File: config.mk
export PLATFORM = sky130hd
export DESIGN_NAME = reg_bus_rr_arbiter
export DESIGN_NICKNAME = d
export VERILOG_FILES = /design/src/rtl/reg_arb_pkg.sv /design/src/rtl/reg_arb_rr_pick.sv /design/src/rtl/reg_bus_rr_arbiter.sv
export SDC_FILE = /design/constraint.sdc
export NUM_CORES = 1
export LEC_CHECK = 0
export ABC_AREA = 1
export CAP_MARGIN = 20
export CORE_AREA = 5 5 161 163
export CTS_CLUSTER_SIZE = 30
export DETAILED_ROUTE_END_ITERATION = 10
export DIE_AREA = 0 0 166 168
export PLACE_DENSITY = 0.48
export SETUP_SLACK_MARGIN = 0.4
export SYNTH_ARGS = -nofsm -noshare
export SYNTH_HDL_FRONTEND = slang
export SYNTH_HIERARCHICAL = 1
export SYNTH_SLANG_ARGS = --single-unit
File: constraint.sdc
create_clock -name clk_i -period 2.1 [get_ports clk_i]
set_input_delay 0.21 -clock clk_i [delete_from_list [all_inputs] [get_ports clk_i]]
set_output_delay 0.21 -clock clk_i [all_outputs]
set_load 0.05 [all_outputs]
File: src/rtl/reg_arb_pkg.sv
// Shared types and defaults for the round-robin register-bus arbiter.
package reg_arb_pkg;

    typedef enum logic {
        IDLE  = 1'b0,
        GRANT = 1'b1
    } arb_state_e;

    localparam int unsigned DefaultTimeoutCycles = 255;

endpackage

File: src/rtl/reg_arb_rr_pick.sv
// Rotating priority encoder: returns the first set valid bit at or after i_ptr,
// wrapping modulo NumReq.
module reg_arb_rr_pick #(
    parameter int NumReq = 4,
    parameter int IdxW   = $clog2(NumReq)
) (
    input  logic [NumReq-1:0] i_valid,
    input  logic [IdxW-1:0]   i_ptr,
    output logic [IdxW-1:0]   o_idx,
    output logic              o_any
);

    logic [IdxW:0]   w_sum;
    logic [IdxW-1:0] w_pos;

    // Walk from farthest to nearest so the candidate closest to i_ptr wins.
    always_comb begin
        o_idx = '0;
        o_any = 1'b0;
        w_sum = '0;
        w_pos = '0;
        for (int i = NumReq - 1; i >= 0; i--) begin
            w_sum = {1'b0, i_ptr} + (IdxW + 1)'(i);
            if (w_sum >= (IdxW + 1)'(NumReq)) begin
                w_sum = w_sum - (IdxW + 1)'(NumReq);
            end
            w_pos = w_sum[IdxW-1:0];
            if (i_valid[w_pos]) begin
                o_idx = w_pos;
                o_any = 1'b1;
            end
        end
    end

endmodule

File: src/rtl/reg_bus_rr_arbiter.sv
// Round-robin arbiter sharing one downstream register bus among NumReq requesters,
// with grant locking for the whole transfer and a watchdog that forces an error response.
module reg_bus_rr_arbiter
    import reg_arb_pkg::*;
#(
    parameter int NumReq        = 4,
    parameter int AddrWidth     = 32,
    parameter int DataWidth     = 32,
    parameter int StrbWidth     = DataWidth / 8,
    parameter int TimeoutCycles = int'(DefaultTimeoutCycles)
) (
    input  logic                                clk_i,
    input  logic                                rst_i,
    input  logic [NumReq-1:0]                   req_valid_i,
    input  logic [NumReq-1:0]                   req_write_i,
    input  logic [NumReq-1:0][AddrWidth-1:0]    req_addr_i,
    input  logic [NumReq-1:0][DataWidth-1:0]    req_wdata_i,
    input  logic [NumReq-1:0][StrbWidth-1:0]    req_wstrb_i,
    output logic [NumReq-1:0]                   req_ready_o,
    output logic [DataWidth-1:0]                req_rdata_o,
    output logic                                req_error_o,
    output logic                                bus_valid_o,
    output logic                                bus_write_o,
    output logic [AddrWidth-1:0]                bus_addr_o,
    output logic [DataWidth-1:0]                bus_wdata_o,
    output logic [StrbWidth-1:0]                bus_wstrb_o,
    input  logic                                bus_ready_i,
    input  logic [DataWidth-1:0]                bus_rdata_i,
    input  logic                                bus_error_i,
    output logic                                timeout_o
);

    localparam int IdxW  = $clog2(NumReq);
    localparam int WdogW = $clog2(TimeoutCycles + 1);
    localparam logic [WdogW-1:0] WdogMax = WdogW'(TimeoutCycles);

    arb_state_e       r_state;
    arb_state_e       w_state_next;
    logic [IdxW-1:0]  r_sel;
    logic [IdxW-1:0]  r_rr_ptr;
    logic [IdxW-1:0]  w_ptr_next;
    logic [IdxW-1:0]  w_pick_idx;
    logic             w_pick_any;
    logic [WdogW-1:0] r_wdog;
    logic             w_sel_valid;
    logic             w_abort;
    logic             w_done_ok;
    logic             w_done_to;
    logic             w_grant_end;

    reg_arb_rr_pick #(
        .NumReq (NumReq),
        .IdxW   (IdxW)
    ) u_pick (
        .i_valid (req_valid_i),
        .i_ptr   (r_rr_ptr),
        .o_idx   (w_pick_idx),
        .o_any   (w_pick_any)
    );

    // A requester that drops valid mid-transfer loses its response even if ready
    // arrives in the same cycle; ready otherwise beats the watchdog.
    assign w_sel_valid = req_valid_i[r_sel];
    assign w_abort     = (r_state == GRANT) && !w_sel_valid;
    assign w_done_ok   = (r_state == GRANT) && w_sel_valid && bus_ready_i;
    assign w_done_to   = (r_state == GRANT) && w_sel_valid && !bus_ready_i && (r_wdog == WdogMax);
    assign w_grant_end = w_abort || w_done_ok || w_done_to;
    assign w_ptr_next  = (r_sel == IdxW'(NumReq - 1)) ? '0 : r_sel + 1'b1;

    always_ff @(posedge clk_i) begin
        if (rst_i) begin
            r_state  <= IDLE;
            r_sel    <= '0;
            r_rr_ptr <= '0;
            r_wdog   <= '0;
        end else begin
            r_state <= w_state_next;
            if (r_state == IDLE) begin
                if (w_pick_any) begin
                    r_sel  <= w_pick_idx;
                    r_wdog <= '0;
                end
            end else if (w_grant_end) begin
                r_rr_ptr <= w_ptr_next;
            end else if (r_wdog != WdogMax) begin
                r_wdog <= r_wdog + 1'b1;
            end
        end
    end

    always_comb begin
        w_state_next = r_state;
        case (r_state)
            IDLE:    if (w_pick_any)  w_state_next = GRANT;
            GRANT:   if (w_grant_end) w_state_next = IDLE;
            default: w_state_next = IDLE;
        endcase
    end

    always_comb begin
        req_ready_o = '0;
        req_rdata_o = '0;
        req_error_o = 1'b0;
        timeout_o   = 1'b0;
        bus_valid_o = 1'b0;
        bus_write_o = 1'b0;
        bus_addr_o  = '0;
        bus_wdata_o = '0;
        bus_wstrb_o = '0;
        if (r_state == GRANT) begin
            bus_valid_o = w_sel_valid && !w_done_to;
            bus_write_o = req_write_i[r_sel];
            bus_addr_o  = req_addr_i[r_sel];
            bus_wdata_o = req_wdata_i[r_sel];
            bus_wstrb_o = req_wstrb_i[r_sel];
            if (w_done_ok) begin
                req_ready_o[r_sel] = 1'b1;
                req_rdata_o        = bus_rdata_i;
                req_error_o        = bus_error_i;
            end else if (w_done_to) begin
                req_ready_o[r_sel] = 1'b1;
                req_error_o        = 1'b1;
                timeout_o          = 1'b1;
            end
        end
    end

endmodule
## Word-level counts from Yosys, hierarchy flattened

Index checks and enable logic that the tools add are counted.

| word-level totals | value |
|---|---|
| register bits after elaboration | 13 |
| input port bits | 316 |
| word-level logic and storage cells | 100 |

| operators by class | value |
|---|---|
| add/subtract/negate cells | 9 |
| $lt $le $gt $ge | 10 |
| equality and inequality tests | 5 |
| muxes and demuxes | 55 |
| bitwise operators | 1 |
| reduce and logical (&&, ||, !) cells | 16 |

Operators with widths:

| kind | number |
|---|---|
| $mux 32 | 6 |
| $bmux 32 s2 | 2 |
| $mux 8 | 4 |
| $mux 1 | 20 |
| $mux 4 | 5 |
| $mux 2 | 9 |
| $lt 2x3->1 const B | 5 |
| $bmux 1 s2 | 6 |
| $ge 3x3->1 const B | 3 |
| $add 8x1->8 const B | 1 |
| $bmux 4 s2 | 1 |
| $eq 8x8->1 const B | 1 |
| $ne 8x8->1 const B | 1 |
| $sub 2x1->2 const B | 4 |
| $logic_and 1x1->1 | 7 |
| $add 2x2->3 const B | 2 |
| $reduce_and 2->1 | 2 |
| $add 2x1->3 const B | 1 |
| $ge 2x3->1 const B | 1 |
| $logic_not 1->1 | 3 |
| $reduce_and 3->1 | 1 |
| $add 2x1->2 const B | 1 |
| $demux 1 s2 | 1 |
| $eq 2x2->1 const B | 1 |
| other kinds (7) | 8 |

## Logic depth before layout (Yosys ltp)

Gate-level depths: netlist of run 1.

| logic depth | value |
|---|---|
| depth in word-level cells | 11 |
| mapped depth | 14 |
| gate-level depth less buffers | 13 |

## Modules after synthesis

The synthesis of run 1 kept the hierarchy.

By module, submodules not included:

| module | instances | cells each | area an instance (sq um) |
|---|---|---|---|
| reg_bus_rr_arbiter | 1 | 751 | 3,487.1 |
| reg_arb_rr_pick | 1 | 44 | 215.2 |

## Least setup slack after synthesis of run 1

Ideal clock, no wire load.

| timing | value |
|---|---|
| kind | flip-flop to output port |
| from | reg r_sel[0] |
| to | out bus_valid_o |
| data arrival time | 2.599 ns |
| setup slack | -0.709 ns |
| stages on the path, launching flop included | 11 |
| cells stage by stage | dfxtp_1 > buf_6 > inv_6 > buf_6 > nand2_2 > nand3_1 > nand2_1 > nor2_2 > inv_2 > nor3_1 > nor2_1 |

| between the ends | value |
|---|---|
| longest elaborated chain between the ends | 8 |

RTL lines:

| item | line | text |
|---|---|---|
| start, declared | reg_bus_rr_arbiter.sv:39 | `logic [IdxW-1:0] r_sel;` |
| start signal, assigned | reg_bus_rr_arbiter.sv:80 | `r_sel <= w_pick_idx;` |
| $bmux 1 s2 (*) | reg_bus_rr_arbiter.sv:63 | `assign w_sel_valid = req_valid_i[r_sel];` |
| $mux 1 (not written as such) (*) | reg_bus_rr_arbiter.sv:63 |  |
| $logic_and 1x1->1 (3 in a row) | reg_bus_rr_arbiter.sv:66 | `assign w_done_to = (r_state == GRANT) && w_sel_valid && !bus_ready_i && (r_wdog == WdogMax);` |
| $logic_not 1->1 | reg_bus_rr_arbiter.sv:111 | `bus_valid_o = w_sel_valid && !w_done_to;` |
| $logic_and 1x1->1 (*) | reg_bus_rr_arbiter.sv:111 |  |
| $mux 1 (*) | reg_bus_rr_arbiter.sv:110 | `if (r_state == GRANT) begin` |
| end, declared | reg_bus_rr_arbiter.sv:22 | `output logic bus_valid_o,` |

Mark *: on every way between the ends. The rest lies on a longest branch, timed or not. The select of a mux whose other input is x is not followed.

## Final worst setup path of run 1

| timing | value |
|---|---|
| from | reg r_sel[0] |
| to | out bus_write_o |

| between the ends | value |
|---|---|
| longest elaborated chain between the ends | 3 |

RTL lines:

| item | line | text |
|---|---|---|
| $bmux 1 s2 | reg_bus_rr_arbiter.sv:112 | `bus_write_o = req_write_i[r_sel];` |
| $mux 1 (not written as such) | reg_bus_rr_arbiter.sv:112 |  |
| $mux 1 | reg_bus_rr_arbiter.sv:110 |  |
| end, declared | reg_bus_rr_arbiter.sv:23 | `output logic bus_write_o,` |

No other way between the ends. The select of a mux whose other input is x is not followed.

==> results of run 1 <==
state kept, by name (all words and copies together) (netlist names):
signal and flops:
r_rr_ptr 2, r_sel 2, r_state 1, r_wdog 8
how the worst min path moves through the flow:
stage,endpoint,start,slack (ns)
floorplan,r_wdog[1],bus_ready_i,0.42
global placement,r_wdog[0],r_wdog[0],0.47
detailed placement,r_wdog[0],r_wdog[0],0.47
CTS,r_wdog[0],r_wdog[0],0.48
global route,r_wdog[0],r_wdog[0],0.55
finish,r_wdog[3],r_wdog[3],0.51
routing by layer:
layer / up-vias / wire, um / track usage
met5: - / 13 / 0
met1: 3156 / 12100 / 0.223
li1: 3413 / - / -
met2: 225 / 16100 / 0.371
met3: 26 / 2030 / 0.0565
met4: 2 / 445 / 0.0280
final cells by class:
class,count,area (um2),area share
inverter,67,277,0.0245
timing repair buffer,487,5960,0.528
antenna,4,10.0,0.000886
timing repair inverter,1,8.76,0.000775
clock buffer,4,78.8,0.00698
multi-input combinational,655,4280,0.379
sequential,13,274,0.0243
tap,324,405,0.0359
worst max-delay path, cell delays in order (launching register included):
cell and delay [ns]:
sky130_fd_sc_hd__dfxtp_4 0.42, sky130_fd_sc_hd__buf_8 0.16, sky130_fd_sc_hd__buf_16 0.16, sky130_fd_sc_hd__nor2_1 0.06, sky130_fd_sc_hd__nor2_1 0.08, sky130_fd_sc_hd__o21ai_0 0.27
sky130_fd_sc_hd__a21oi_4 0.24, sky130_fd_sc_hd__buf_12 0.16
power groups by stage:
stage	logic, uW	registers, uW	clock network (uW)
floorplan	3830	313	0
CTS	6910	368	377
global placement	6670	366	0
detailed placement	6680	364	0
global route	8010	364	388
finish	7560	359	364
placed cells by master (no fill, tap or decap), drive strengths merged, types with 4 or more instances in the layout:
cell / Yosys / final
ha: 5 / 5
clkbuf: 27 / 13
nor3: 4 / 4
nand2: 62 / 62
clkdlybuf4s50: 0 / 314
o21ai: 145 / 145
diode: 0 / 4
dfxtp: 13 / 13
nor2: 331 / 331
inv: 66 / 67
nand3: 22 / 22
buf: 33 / 163
a21oi: 81 / 81
cells in the mapped netlist, types with 2 or more instances:
master,instances,share of area
sky130_fd_sc_hd__nor2_2,7,0.012
sky130_fd_sc_hd__a21oi_1,81,0.11
sky130_fd_sc_hd__nand4_1,2,0.0034
sky130_fd_sc_hd__dfxtp_1,13,0.070
sky130_fd_sc_hd__ha_1,5,0.017
sky130_fd_sc_hd__buf_6,6,0.018
sky130_fd_sc_hd__buf_2,16,0.022
sky130_fd_sc_hd__nor2_1,323,0.33
sky130_fd_sc_hd__buf_1,11,0.011
sky130_fd_sc_hd__nand2_2,7,0.012
sky130_fd_sc_hd__inv_2,7,0.0071
sky130_fd_sc_hd__inv_1,57,0.058
sky130_fd_sc_hd__nand3_1,21,0.028
sky130_fd_sc_hd__clkbuf_1,27,0.027
sky130_fd_sc_hd__o21ai_0,143,0.19
sky130_fd_sc_hd__nand2_1,55,0.056
sky130_fd_sc_hd__nor3_1,4,0.0054
cell families (layout without fill, tap and decap cells):
| family | after synthesis | in the layout | share of synthesized area |
|---|---|---|---|
| compound gates | 226 | 226 | 0.307 |
| simple gates | 423 | 423 | 0.456 |
| buf+inv | 127 | 559 | 0.148 |
| xor+xnor | 1 | 1 | 0.00237 |
| flops | 13 | 13 | 0.0703 |
| other cells | 0 | 4 | 0 |
| fa+ha+maj | 5 | 5 | 0.0169 |
through the flow:
stage          std cells  instance area (um2)
2_1_floorplan        795                 4790
3_3_place_gp        1513                10100
3_5_place_dp        1513                10100
4_1_cts             1528                10500
5_1_grt             1555                11300
6_report            1555                11300
repair_timing:
item                                    4_1_cts  5_1_grt
resized for setup                            47      207
hold buffers                                  0        0
endpoints found under the setup margin      117      119
gates cloned                                  2       11
pin swaps                                     2       53
buffers inserted                              9       12
==> results.md, run 1 <==
Outcome:
- The flow ran to the end, and the final reports show no timing, DRC or antenna violations.

Finish:
- The utilization after layout is 0.467.
- Relative to the synthesized area, the layout overhead comes to 205%.
- The total of fill cells in the finished design is between 2,000 and 2,500.
- The net count of the finished layout is about 1,500.
- The fraction of layout cells with a size suffix above 1 is 0.319.

Worst setup path:
- For the worst setup path, the data arrival time is roughly 1.8 ns.
- In this run the critical register-to-register path is captured at r_wdog[6].
- The start point of the critical path is r_sel[0].
- Across all register-to-register paths, the minimum setup slack is ~0.28 ns.
- The kind of end point of the critical path is a primary output.
- The kind of start point of the critical path is a flop.
- In this run the worst setup path terminates at bus_write_o.
- The required time of the worst setup path is between 1.5 and 2 ns.
- The worst register-to-register path begins at r_rr_ptr[0].
- In this run the worst path has a maximum fanout of 8.
- The worst setup path is of the reg -> out kind.
- The worst register-to-register path has a depth of 11.

Timing:
- Once routing completed, OpenROAD measured the worst setup slack at 0.0998 ns.
- At the pin with the least slew margin, the transition time is around 0.71 ns.
- For this run, the top clock speed supported by timing is 500 MHz.
- The count of endpoints failing hold in the final timing report is 0.
- Setup violations remaining at the end of the flow were counted as 0.
- Of the available clock period, the critical path in the final layout requires 0.952.
- Setup repair after global routing could not meet its margin everywhere.
- The final-report max-slew violation count is 0.
- The worst slew margin relative to its limit is 0.519.
- The worst slack on hold paths is approximately 0.51 ns.
- The post-route setup TNS is 0 ns.
- Counting I/O delays and the setup requirement, the final critical path takes about 2 ns.
- On the final layout, the worst clock skew is roughly 0.003 ns.

CTS:
- The TritonCTS clock tree is built.
- The tree is rooted in a sky130_fd_sc_hd__clkbuf_16.
- In this run, CTS created clock tree buffers numbering 3.
- The clock slew seen by the registers of the worst setup and hold paths is 0.05 ns.
- The clock passes through at most 2 buffers.
- In this run the number of H-tree levels came out at 1.
- The later-pin clock latency in the skew report is ~0.24 ns.
- The clock drives 13 sinks.

Placement:
- The worst-case setup slack after placement is ~0.029 ns.
- Routability-driven placement finished with a final weighted congestion of 0.888.
- The wire-length estimate of the detail-placed layout is 23.7 mm.
- Port buffering added ~420 buffers.

Power:
- Cell internal power was estimated by the tool at around 4000 uW.
- The power density relative to cell area is 734 nW/um2.
- The worst voltage drop across the vdd grid is roughly 0.33 mV.
- The total net switching power is 4370 uW.
- The sequential group share of total power is 0.043.
- Of the total power, the share spent switching nets is 0.527.
- For this design the static power due to leakage is 0.00436 uW.
- The relative contribution of combinational cells to total power is 0.913.
- The share of total power dissipated in the clock network is 0.044.
- The overall power after layout is roughly 8300 uW.

Global route:
- The first global-routing pass estimated 42.9 mm of wire.
- The overall track demand over capacity in global routing is 0.196.
- The number of antenna violations at the first check in global routing is 5.
- The via count of the first global-routing pass is between 6,000 and 7,000.
- Global routing finished with a remaining overflow of 0.
- Entering global routing, the biggest net connects 50 pins.

Drt:
- The final routed DRC violation total is 0.
- In the final routed layout, each cell accounts on average for between 15 and 20 um.
- After detailed routing, the number of vias per cell comes to 4.39.
- The via count of the routed design is around 6,800.
- The routed wire length is 30.6 mm.
- The number of nets with antenna violations after detailed routing is 0.
- For this run, the detailed router's first-pass iteration total came to 5.
- The first routing iteration left roughly 310 violations.

Synth:
- The async set-or-reset flop fraction in the synthesized netlist is 0.
- Counting every net in the synthesized netlist gives 1,116.
- The most common flop cell mapped by yosys is sky130_fd_sc_hd__dfxtp_1.
- The number of warning messages in the yosys log is 6.
- The average footprint of a synthesized cell is roughly 4.7 um2.
- Counting flops with a built-in enable in the synthesized netlist gives 0.
- The number of different library cells used by synthesis comes to 27.
- Of the synthesized area, sequential elements account for 0.0703.
- The number of instances in the synthesized netlist is 795.
- In this run, synthesis produced a sequential element count of 13.
- The netlist area before placement is 3700 um2.

Die:
- The floorplan step set the die height to approximately 170 um.
- approximately 420 I/O pins were placed.
- The die covers about 28,000 um2.
- The starting density of the core is 0.153.
- In this run the standard cell core region covers about 24,000 um2.
- The standard-cell row count is 57.
- The die extent in x is between 150 and 200 um.

Worst hold path:
- The path class of the tightest hold or removal check is reg -> reg.
- The number of stages on the worst hold path is 2.

Run:
- The tool flagged a number of max-cap violations equal to 0.
Power figures use the tool's default switching activity.
==> inputs of run 2 (changes only) <==
Settings changed: CORE_AREA 5 5 161 163 to 5 5 163 165, CTS_BUF_LIST from default to sky130_fd_sc_hd__clkbuf_4 sky130_fd_sc_hd__clkbuf_8, DIE_AREA 0 0 166 168 to 0 0 168 170, PLACE_DENSITY 0.48 to 0.47.
==> run 2 against run 1 <==
  * Sequential share of layout area up 0.080 points
  * Critical path depth is 1 higher
  * First-iteration DRC count fell by 3.2%
  * Global-route usage increased by 0.21 points
  * Cell count barely moved
  * Final area down 1.9%
  * Setup slack better by 0.019 ns
  * Core utilization is 2.2 points lower
  * Combinational power is 1% lower
  * Register-to-register slack improved by 0.09 ns
  * Clock-buffer cell count unchanged
  * Power fell by 2.8%
  * Critical endpoint is now bus_wdata_o[10]
  * Largest cell class unchanged
  * Highest routed layer unchanged
==> results.md, run 2 (synthesis gave the netlist of run 1 again) <==
Global route:
- The via count of the first global-routing pass is between 6,000 and 7,000.
- After global routing the overflow that remains totals 0.
- The number of antenna violations at the first check in global routing is 5.
- The largest net degree at the start of global routing is between 40 and 50.
- The first global-routing pass estimated 43.8 mm of wire.
- In the global route stage, overall resource usage came out at 0.198.

Timing:
- For the final routed database, the setup TNS stands at 0 ns.
- The actual transition at the worst max-transition pin is roughly 0.79 ns.
- The clock period could shrink to 1.98 ns.
- Setup repair after global routing could not meet its margin everywhere.
- Setup violations remaining at the end of the flow were counted as 0.
- The final-report max-slew violation count is 0.
- The worst setup slack after layout is 0.118 ns.
- The worst pin sits at a relative slew slack of 0.472.
- The final worst clock skew is between 0.001 and 0.0015 ns.
- The count of endpoints failing hold in the final timing report is 0.
- Static timing analysis puts the maximum clock frequency at 505 MHz.
- In the finished design, the share of the clock period the worst path needs comes to 0.944.

Worst setup path:
- The startpoint of the worst register-to-register path is r_sel[0].
- The largest fanout of any net on the critical path is 12.
- The worst setup path is of the reg -> out kind.
- The worst setup path is captured at a primary output.
- For the worst setup path, the data required time is about 1.9 ns.
- In this run the critical register-to-register path is captured at r_wdog[4].
- The kind of start point of the critical path is a flop.
- For the worst flop-to-flop path, the logic depth is 12.
- The setup slack of the worst register-to-register path is between 0.3 and 0.4 ns.
- Data arrives at the worst endpoint at about 1.8 ns.

Finish:
- Leaving out fill and tap cells, the most frequent cells in the layout are sky130_fd_sc_hd__clkdlybuf4s50_1, sky130_fd_sc_hd__nor2_1, sky130_fd_sc_hd__o21ai_1, sky130_fd_sc_hd__buf_12, sky130_fd_sc_hd__a21oi_4.
- The number of nets in the finished design is ~1,500.
- Excluding fillers, the count of instances in the completed layout stands at approximately 1,600.
- The fraction of layout cells with a size suffix above 1 is 0.297.
- The total of fill cells in the finished design is ~2,500.
- The number of flip-flops in the largest register is 8.
- The register with the most flip-flops is r_wdog.
- Leaving out fill and tap cells, the most frequent cell in the layout is sky130_fd_sc_hd__clkdlybuf4s50_1.
- The largest registers in the layout are r_wdog: 8 flops, r_rr_ptr: 2 flops, r_sel: 2 flops.
- Compared with the post-synthesis result, the final layout area differs by 199%.

Drt:
- The via count of the routed design is around 6,700.
- The detail-routed net length per standard cell is slightly below 20 um.
- The routed wire length is around 30 mm.
- Dividing the detail-routed via count by the number of cells gives approximately 4.3.
- The number of search-and-repair iterations in the first detailed-routing pass is 4.
- In this run, the number of DRC markers left after iteration 0 of detailed routing was between 200 and 300.
- The count of nets left with antenna violations once routing finished came out at 0.
- The final routed DRC violation total is 0.

CTS:
- The clock slew seen by the registers of the worst setup and hold paths is roughly 0.06 ns.
- The clock passes through at most 2 buffers.
- The clock sink total is 13.
- The master cell of the clock root buffer is sky130_fd_sc_hd__clkbuf_8.
- The later pin in the worst-skew pair is clocked with a latency of around 0.24 ns.
- The CTS buffer count is 3.
- The TritonCTS clock tree is built.
- The number of H-tree levels is 1.

Die:
- The standard-cell row count is 58.
- For this configuration, the core starts out at a cell density of 0.149.
- After floorplanning, the core was sized to cover roughly 25,000 um2.
- The I/O pin count is 424.
- In this run the vertical extent of the chip is 170 um.
- The die is between 150 and 200 um wide.
- The floorplan step defined a die boundary enclosing 28,600 um2.

Worst hold path:
- The worst hold path begins at r_wdog[3].
- The type of the tightest min-delay check is reg -> reg.
- The worst hold path terminates at r_wdog[3].
- Counting instances, the worst hold path has a depth of 2.

Power:
- VDD sags by at most 0.318 mV.
- In this run the static leakage power is around 0.0043 uW.
- Power spread over the standard cell area amounts to around 730 nW/um2.

Placement:
- After legalization and detailed placement, the total HPWL measured roughly 24 mm.
- The routability-driven placement congestion ratio is ~0.86.
- In this run the tool buffered the top-level ports with around 420 buffer cells.
- Once placement completed, the tool counted placed cells totaling 1,519.
- The worst-case setup slack after placement is ~0.045 ns.

Run:
- The tool flagged a number of max-cap violations equal to 0.

Outcome:
- The flow ran to the end, and the final reports show no timing, DRC or antenna violations.
run 2: changes by cell type in the layout (fill, tap and decap cells not counted), sizes merged:
cell,change
clkbuf,-6
dlygate4sd2,-1
dlymetal6s2s,+2
clkinv,-1
buf,+2
diode,-1
clkdlybuf4s50,-1
inv,+1
run 2: metrics by stage:
stage	area, um2	hold WS (ns)	power (uW)	utilization
final	11100	0.526	8060	0.445
after global routing	11100	0.562	8530	0.445
after CTS	10800	0.522	7840	0.434
after detailed placement	10100	0.462	7000	0.407
after global placement	10100	0.466	7000	0.407
after floorplan	4790	0.415	4150	-
run 2: timing repair:
action	CTS	global route
buffers inserted	16	5
hold buffers	0	0
setup endpoints to repair	117	119
pin swaps	13	13
cloned	6	3
gates resized for setup	164	97
run 2: power breakdown:
| group | total [uW] | internal (uW) | switching (uW) | leakage [uW] |
|---|---|---|---|---|
| logic | 7480 | 3320 | 4160 | 0.00417 |
| clock network | 237 | 147 | 89.7 | 0.0000262 |
| registers | 341 | 288 | 52.8 | 0.000110 |
| total | 8060 | 3750 | 4310 | 0.00430 |
run 2: worst max path at each step:
| stage | start | end | cells past startpoint | slack (ns) |
|---|---|---|---|---|
| after floorplan | r_wdog[1] | bus_valid_o | 6 | 0.27 |
| after global routing | r_sel[0] | req_rdata_o[4] | 12 | 0.04 |
| after CTS | r_sel[0] | bus_wdata_o[30] | 7 | 0.11 |
| final | r_sel[0] | bus_wdata_o[10] | 8 | 0.12 |
| after detailed placement | req_valid_i[2] | req_rdata_o[5] | 11 | 0.04 |
| after global placement | req_valid_i[3] | req_rdata_o[3] | 11 | 0.07 |
run 2: routing by layer:
layer / vias up / wire (um) / GRT usage / part of all wire
li1: 3396 / - / - / -
met1: 3108 / 11700 / 0.227 / 0.38
met2: 214 / 16200 / 0.376 / 0.53
met3: 26 / 2130 / 0.0523 / 0.070
met4: 4 / 426 / 0.0275 / 0.014
met5: - / 21 / 0 / 0.00069
run 2: layout make-up:
type	count	area, um2	area share
repair buffers	483	5890	0.531
multi-input cells	655	4160	0.375
well taps	330	413	0.0373
inverters	67	280	0.0253
flip-flops and latches	13	278	0.0251
clock buffers	4	48.8	0.00440
repair inverters	1	8.76	0.000790
diodes	3	7.51	0.000677
run 2: critical path, cell delays in order, from the launching register on:
cell and delay, ns:
sky130_fd_sc_hd__dfxtp_4 0.35, sky130_fd_sc_hd__buf_12 0.14, sky130_fd_sc_hd__buf_16 0.18, sky130_fd_sc_hd__buf_16 0.15
sky130_fd_sc_hd__nor2_1 0.06, sky130_fd_sc_hd__nor2_1 0.18, sky130_fd_sc_hd__o21ai_2 0.10, sky130_fd_sc_hd__a21oi_4 0.20
sky130_fd_sc_hd__buf_12 0.16
